--- config.mk ---
export PLATFORM = sky130hd
export DESIGN_NAME = muldiv_ctrl
export DESIGN_NICKNAME = d
export VERILOG_FILES = /design/src/rtl/muldiv_ctrl.sv
export SDC_FILE = /design/constraint.sdc
export NUM_CORES = 2
export LEC_CHECK = 0
export CELL_PAD_IN_SITES_DETAIL_PLACEMENT = 1
export CELL_PAD_IN_SITES_GLOBAL_PLACEMENT = 1
export CORE_ASPECT_RATIO = 1.4
export CORE_MARGIN = 2
export CORE_UTILIZATION = 54
export DETAILED_ROUTE_END_ITERATION = 12
export PLACE_DENSITY = 0.9
export SLEW_MARGIN = 20
export SYNTH_ARGS = -nofsm -noshare
export SYNTH_HDL_FRONTEND = slang
export SYNTH_SLANG_ARGS = --single-unit
--- constraint.sdc ---
create_clock -name clk -period 16.64 [get_ports clk]
set_input_delay 2.496 -clock clk [delete_from_list [all_inputs] [get_ports clk]]
set_output_delay 2.496 -clock clk [all_outputs]
set_load 0.02 [all_outputs]
--- src/rtl/muldiv_ctrl.sv ---
// Multi-cycle HI/LO multiply/divide unit: single-cycle MUL, 32-step restoring DIV,
// and a FIX cycle that applies signs or the divide-by-zero result.
module muldiv_ctrl (
  input  logic        clk,
  input  logic        reset,
  input  logic        start,
  input  logic [1:0]  op,
  input  logic [31:0] a,
  input  logic [31:0] b,
  input  logic        flush,
  input  logic        hi_we,
  input  logic        lo_we,
  input  logic [31:0] wdata,
  output logic        busy,
  output logic        done,
  output logic [31:0] hi,
  output logic [31:0] lo
);

  localparam logic [1:0] S_IDLE = 2'd0;
  localparam logic [1:0] S_MUL  = 2'd1;
  localparam logic [1:0] S_DIV  = 2'd2;
  localparam logic [1:0] S_FIX  = 2'd3;

  logic [1:0]  state_q, state_d;
  logic        sgn_q, sgn_d;
  logic [31:0] a_q, a_d, b_q, b_d;
  logic [31:0] quot_q, quot_d, dvs_q, dvs_d, rem_q, rem_d;
  logic [4:0]  cnt_q, cnt_d;
  logic        dz_q, dz_d, qneg_q, qneg_d, rneg_q, rneg_d;
  logic        done_q, done_d;
  logic [31:0] hi_q, hi_d, lo_q, lo_d;

  logic        is_div_s;
  logic [31:0] a_mag, b_mag;
  logic [63:0] ax, bx, prod;
  logic [32:0] trial, diff;
  logic [31:0] qfix, rfix;

  assign is_div_s = (op == 2'b10);
  assign a_mag    = (is_div_s && a[31]) ? 32'(-a) : a;
  assign b_mag    = (is_div_s && b[31]) ? 32'(-b) : b;

  // Sign-extending both factors to 64 bits makes the low 64 product bits correct for MULT too.
  assign ax   = {{32{sgn_q & a_q[31]}}, a_q};
  assign bx   = {{32{sgn_q & b_q[31]}}, b_q};
  assign prod = ax * bx;

  // Remainder stays below the divisor, so diff[32] alone tells whether the subtract underflowed.
  assign trial = {rem_q, quot_q[31]};
  assign diff  = trial - {1'b0, dvs_q};

  assign qfix = qneg_q ? 32'(-quot_q) : quot_q;
  assign rfix = rneg_q ? 32'(-rem_q)  : rem_q;

  always_comb begin
    state_d = state_q;
    sgn_d   = sgn_q;
    a_d     = a_q;
    b_d     = b_q;
    quot_d  = quot_q;
    dvs_d   = dvs_q;
    rem_d   = rem_q;
    cnt_d   = cnt_q;
    dz_d    = dz_q;
    qneg_d  = qneg_q;
    rneg_d  = rneg_q;
    done_d  = 1'b0;
    hi_d    = hi_q;
    lo_d    = lo_q;
    case (state_q)
      S_IDLE: begin
        if (hi_we) hi_d = wdata;
        if (lo_we) lo_d = wdata;
        if (start && !flush) begin
          sgn_d  = ~op[0];
          a_d    = a;
          b_d    = b;
          quot_d = a_mag;
          dvs_d  = b_mag;
          rem_d  = 32'd0;
          cnt_d  = 5'd0;
          dz_d   = op[1] && (b == 32'd0);
          qneg_d = is_div_s && (a[31] ^ b[31]);
          rneg_d = is_div_s && a[31];
          if (!op[1])             state_d = S_MUL;
          else if (b == 32'd0)    state_d = S_FIX;
          else                    state_d = S_DIV;
        end
      end
      S_MUL: begin
        {hi_d, lo_d} = prod;
        done_d       = 1'b1;
        state_d      = S_IDLE;
      end
      S_DIV: begin
        rem_d  = diff[32] ? trial[31:0] : diff[31:0];
        quot_d = {quot_q[30:0], ~diff[32]};
        cnt_d  = cnt_q + 5'd1;
        if (cnt_q == 5'd31) state_d = S_FIX;
      end
      default: begin
        if (dz_q) begin
          hi_d = a_q;
          lo_d = 32'hFFFF_FFFF;
        end else begin
          hi_d = rfix;
          lo_d = qfix;
        end
        done_d  = 1'b1;
        state_d = S_IDLE;
      end
    endcase
    if (flush && state_q != S_IDLE) begin
      state_d = S_IDLE;
      hi_d    = hi_q;
      lo_d    = lo_q;
      done_d  = 1'b0;
    end
  end

  always_ff @(posedge clk) begin
    if (reset) begin
      state_q <= S_IDLE;
      sgn_q   <= 1'b0;
      a_q     <= '0;
      b_q     <= '0;
      quot_q  <= '0;
      dvs_q   <= '0;
      rem_q   <= '0;
      cnt_q   <= '0;
      dz_q    <= 1'b0;
      qneg_q  <= 1'b0;
      rneg_q  <= 1'b0;
      done_q  <= 1'b0;
      hi_q    <= '0;
      lo_q    <= '0;
    end else begin
      state_q <= state_d;
      sgn_q   <= sgn_d;
      a_q     <= a_d;
      b_q     <= b_d;
      quot_q  <= quot_d;
      dvs_q   <= dvs_d;
      rem_q   <= rem_d;
      cnt_q   <= cnt_d;
      dz_q    <= dz_d;
      qneg_q  <= qneg_d;
      rneg_q  <= rneg_d;
      done_q  <= done_d;
      hi_q    <= hi_d;
      lo_q    <= lo_d;
    end
  end

  assign busy = (state_q != S_IDLE);
  assign done = done_q;
  assign hi   = hi_q;
  assign lo   = lo_q;

endmodule

# Word-level counts from Yosys, hierarchy flattened
# Cells that the tools add are included.
# op_classes
reduce_logical,18
n_mux,23
order_cmp,0
eq_ne,8
bitwise_logic,7
addsub,6
multipliers,1
shifts,0
div_mod_pow,0
# op_table
cell,count
32-bit 2-to-1 mux,11
32-bit one-hot mux with 3 select lines,2
32-bit negator,4
32-bit one-hot mux with 2 select lines,2
33-bit by 33-bit multiplier with 64-bit output,1
33-bit by 32-bit subtractor with 33-bit output,1
32-bit zero test,1
5-bit one-hot mux with 2 select lines,1
2-bit != test (second input constant),4
1-bit logical AND,6
2-bit 2-to-1 mux,3
2-bit AND reduction,3
3-bit AND reduction,2
5-bit by 1-bit adder with 5-bit output (second input constant),1
5-bit equality test (second input constant),1
5-bit 2-to-1 mux,1
2-bit equality test (second input constant),2
1-bit inverter,4
2-bit one-hot mux with 2 select lines,1
2-bit nonzero test,2
2-bit OR reduction,2
1-bit bitwise AND,2
2-bit by 1-bit equality test with 1-bit output (second input constant),1
2-bit zero test,1
3 further kinds,4
# word_totals
mem_bits_rw,0
memories,0
latch_bits,0
input_bits,104
word_cells,77
ff_bits,236
out_inout_bits,66
rom_bits,0

# Logic depth before layout (Yosys ltp)
# logic_depth
depth_word,5
mapped_depth,31
mapped_depth_nobuf,28

# Least setup slack after synthesis
# Ideal clock, no wire load.
# synth_path
kind,reg-to-reg
start,register a_q[31]
end,register hi_q[27] (netlist: hi[27])
path_slack_ns,8.608
arrival_ns,7.916
period_less_slack_ns,8.032
required_time_ns,16.524
path_buffers,3
setup_ns,0.116
stages_incl_launch_ff,29
cell_sequence,dfxtp_1 clkbuf_1 and2_1 clkbuf_1 nand2_1 inv_1 fa_1 fa_1 fa_1 inv_1 fa_1 inv_1 fa_1 fa_1 fa_1 inv_1 fa_1 inv_1 ha_1 clkbuf_1 nand4_1 or3_1 o32ai_1 nor3b_2 a211oi_1 nor2_1 xnor2_1 a211o_1 a31o_2
# synth_via
elab_chain_len,3
# synth_rtl
element,line_no,source
"start, declared",27,"logic [31:0] a_q, a_d, b_q, b_d;"
"start signal, assigned",126,a_q <= '0;
"start signal, assigned",141,a_q <= a_d;
1-bit bitwise AND,45,"assign ax = {{32{sgn_q & a_q[31]}}, a_q};"
33-bit by 33-bit multiplier with 64-bit output *,47,assign prod = ax * bx;
32-bit one-hot mux with 3 select lines *,71,case (state_q)
"end signal, assigned",151,hi_q <= hi_d;
"end, declared",32,"logic [31:0] hi_q, hi_d, lo_q, lo_d;"
# Mark *: on every way between the ends. The rest lies on a longest branch, timed or not.
# A chain may end at the register's enable or synchronous reset.

# Worst setup path in the final report
# layout_path
start,register sgn_q
end,register hi_q[29] (netlist: hi[29])
# layout_via
elab_chain_len,3
word_cells_on_any_way,4
classes_between,mul (1); mux (1); bitwise (2)
# layout_rtl
element,line_no,source
"start, declared",26,"logic sgn_q, sgn_d;"
"start signal, assigned",140,sgn_q <= sgn_d;
1-bit bitwise AND (on tied branches),"45, 46",
33-bit by 33-bit multiplier with 64-bit output *,47,
32-bit one-hot mux with 3 select lines *,71,
# Marked as above.

==> results.json <==
{
  "cts_tree": "yes",
  "final_layout_size_suffix_gt1_share_pct": 3.03,
  "start_util_pct": 54.5,
  "grt-ovfl-total": 0,
  "numCtsBuffers": 24,
  "dp_cells": 7099,
  "whs_ns": 0.453,
  "ant_nets": 0,
  "final_cell_area_sq_mm": 0.0551,
  "syn_inst": 6008,
  "die_w_um": 266,
  "fin_setup_tns_ns": 0,
  "die_h_um": 371,
  "grt_usage_pct": 42.8,
  "ys_async_sr_fraction_pct": 0,
  "crit_type": "register to register",
  "dr.pass1.iters": 9,
  "crit_buf_inv": 7,
  "cts-root-buf": "clkbuf_16",
  "ios": 170,
  "dp_hpwl_mm": 160,
  "gp_congestion": 0.980,
  "maxCapViolCount": 0,
  "power.leakage_nw": 25.7,
  "path_max_fanout": 13,
  "vdd_ir_drop_max_mv": 0.0733,
  "finalHoldViolCount": 0,
  "grt_pass1_vias": 53500,
  "grt_pass1_wl_mm": 313,
  "die_area_sq_mm": 0.0986,
  "drt_iter0_markers": 4452,
  "vias": 45400,
  "netlist_area_sq_mm": 0.0519,
  "coreArea_sq_mm": 0.0952,
  "clock-sinks": 235,
  "drc": 0,
  "wl_per_cell_um": 28.8,
  "synth-seq-cells": 235,
  "clock_insertion_delay_worst_skew_ns": 0.64,
  "ys_seq_area_share_pct": 9.07,
  "period_minus_slack_ns": 9.68,
  "cts_buffer_depth": 3,
  "cpLargestDelayFamily": "adder cells",
  "ys_types": 79,
  "final_cells": 7150,
  "path_clk_slew_ns": 0.07,
  "antenna_found_initial": 28,
  "critPathLaunchType": "register",
  "critical_path.slowest_cell": "fa_1",
  "dpl-instance-area_sq_mm": 0.0543,
  "synth_edf_count": 0,
  "areaGrowthSynthToFinish_pct": 6.26,
  "routed_wl_mm": 206,
  "max-slew-margin-rel_pct": 25.2,
  "syn_area_per_cell_sq_um": 8.63,
  "rsz0062_at_grt": "no",
  "cts_setup_buffers": 0,
  "io_buffers": 169,
  "setup_viol": 0,
  "skew_ns": 0.0508,
  "htreeDepth": 1,
  "cp.arrival_ns": 10.19,
  "hold_class": "register to register",
  "power_density_mw_per_mm2": 37.9,
  "cts_resized": 0,
  "finalCritPeriodShare_pct": 58.2,
  "nNetsFinal": 7381,
  "p_total_mw": 2.09,
  "rows": 134,
  "path_common_cell": "fa_1",
  "slew_violations": 0,
  "cp.required_ns": 17.15,
  "synth_fp_nets": 7488,
  "worst_slew_pin_slew_ns": 1.12,
  "drt-vias-per-instance": 6.35,
  "endpoint_kind": "register",
  "max_stage_delay_ns": 0.94,
  "fmax_mhz": 103,
  "synthFlopType": "dfxtp_1",
  "cts_hold_buf": 0,
  "status": "completed",
  "ys_warn_count": 0,
  "grt_max_degree": 94
}
-- cells in the mapped netlist (all sizes together), types with 8 or more instances --
master / instances / share of area, %
o22ai: 8 / 0.096
a21o: 48 / 0.69
nand4: 16 / 0.19
fa: 1126 / 43
nand3: 38 / 0.37
inv: 1184 / 8.6
nor4: 24 / 0.31
nor2b: 26 / 0.31
a2111oi: 9 / 0.15
and2: 356 / 4.3
nor2: 214 / 1.5
a311oi: 15 / 0.25
and3: 29 / 0.35
a222oi: 30 / 0.58
a221oi: 15 / 0.25
a31oi: 9 / 0.11
clkbuf: 367 / 2.7
xnor2: 104 / 1.8
o21ai: 147 / 1.4
mux2: 10 / 0.22
mux2i: 39 / 0.75
or4: 12 / 0.17
a211oi: 68 / 0.99
xor2: 107 / 1.8
o31ai: 33 / 0.48
nand2b: 16 / 0.19
o21a: 15 / 0.22
a21oi: 234 / 2.3
o211ai: 12 / 0.17
or3: 19 / 0.23
dfxtp: 235 / 9.1
buf: 13 / 0.15
o21bai: 9 / 0.13
or2: 14 / 0.17
nand2: 1008 / 7.3
o41ai: 17 / 0.29
ha: 250 / 6.0
nor3: 50 / 0.50
-- cell usage in the layout (no fill, tap or decap), types with 17 or more instances in the layout --
master / count
inv_1: 1184
a222oi_1: 30
ha_1: 250
a21o_1: 48
o31ai_1: 33
clkbuf_16: 24
and2_1: 355
nor2b_1: 25
buf_4: 78
nor2_1: 213
nor3_1: 48
dfxtp_1: 219
xnor2_1: 103
mux2i_1: 39
fa_1: 1125
o21ai_0: 137
nand3_1: 38
o41ai_1: 17
nand2_1: 1007
nor4_1: 21
xor2_1: 107
or3_1: 19
clkdlybuf4s50_1: 168
a211oi_1: 67
a21oi_1: 231
and3_1: 29
-- worst paths after layout --
path | startpoint | endpoint | slack [ns] | cells past startpoint
worst max-delay path | sgn_q$_SDFFE_PP0P_ | hi[29]$_SDFFE_PP0P_ | 6.96 | 27
worst min-delay path | dvs_q[31]$_SDFFE_PP0P_ | dvs_q[31]$_SDFFE_PP0P_ | 0.45 | 2
worst min register to register | dvs_q[31]$_SDFFE_PP0P_ | dvs_q[31]$_SDFFE_PP0P_ | 0.45 | 2
worst max register to register | sgn_q$_SDFFE_PP0P_ | hi[29]$_SDFFE_PP0P_ | 6.96 | 27
-- layout make-up --
cell class	instances	area [sq um]
antenna	10	25.0
clock buffer	32	681
clock inverter	9	131
fill	11100	40100
inverter	1184	4440
multi-input combinational	4209	41300
sequential	235	4720
tap	1224	1530
timing repair buffer	247	2280
-- worst register-to-register path, delay by kind of cell (launching register included) --
kind            cells  cell delay, ns
compound gates      7            1.78
fa+ha+maj           9            4.93
buf+inv             7            1.30
flops               1            0.45
simple gates        4            1.12
-- where the power goes --
group	leakage, nW	switching [mW]	total (mW)	internal (mW)
Combinational	23.4	0.552	0.831	0.279
Clock	0.400	0.291	0.612	0.322
Sequential	1.93	0.0551	0.648	0.593
Total	25.7	0.898	2.09	1.19
-- metal layers --
metal	share of wire (%)	global-route usage [%]	wire length (um)	vias up
met5	0.078	0.0983	161	-
met4	11	40.5	23100	26
met3	8.8	10.2	18000	1419
met2	49	71.6	101000	2932
met1	31	43.8	63700	22900
li1	-	-	-	18100
-- cell families (layout without fill, tap and decap cells) --
logic type / count (synthesis) / after routing / share of synthesized area, %
xor+xnor: 211 / 211 / 3.60
mux: 49 / 49 / 0.970
compound gates: 733 / 733 / 9.26
fa+ha+maj: 1376 / 1376 / 49.5
flops: 235 / 235 / 9.07
buf+inv: 1564 / 1472 / 11.4
simple gates: 1840 / 1840 / 16.2
other cells: 0 / 10 / 0
-- state kept, by name, summed over array words and instances, names as in the netlist, 2 cells and up --
name and flops:
a_q 32, b_q 32, cnt_q 5, dvs_q 31, hi 32, lo 32, quot_q 32, rem_q 32
state_q 2
-- per-stage QoR --
stage	utilization, %	setup WS, ns
6_report	57.9	6.96
5_1_grt	57.9	6.55
4_1_cts	57.8	7.13
3_5_place_dp	57.0	7.19
3_3_place_gp	57.0	7.87
2_1_floorplan	-	8.61
(Power assumes the default switching activity.)
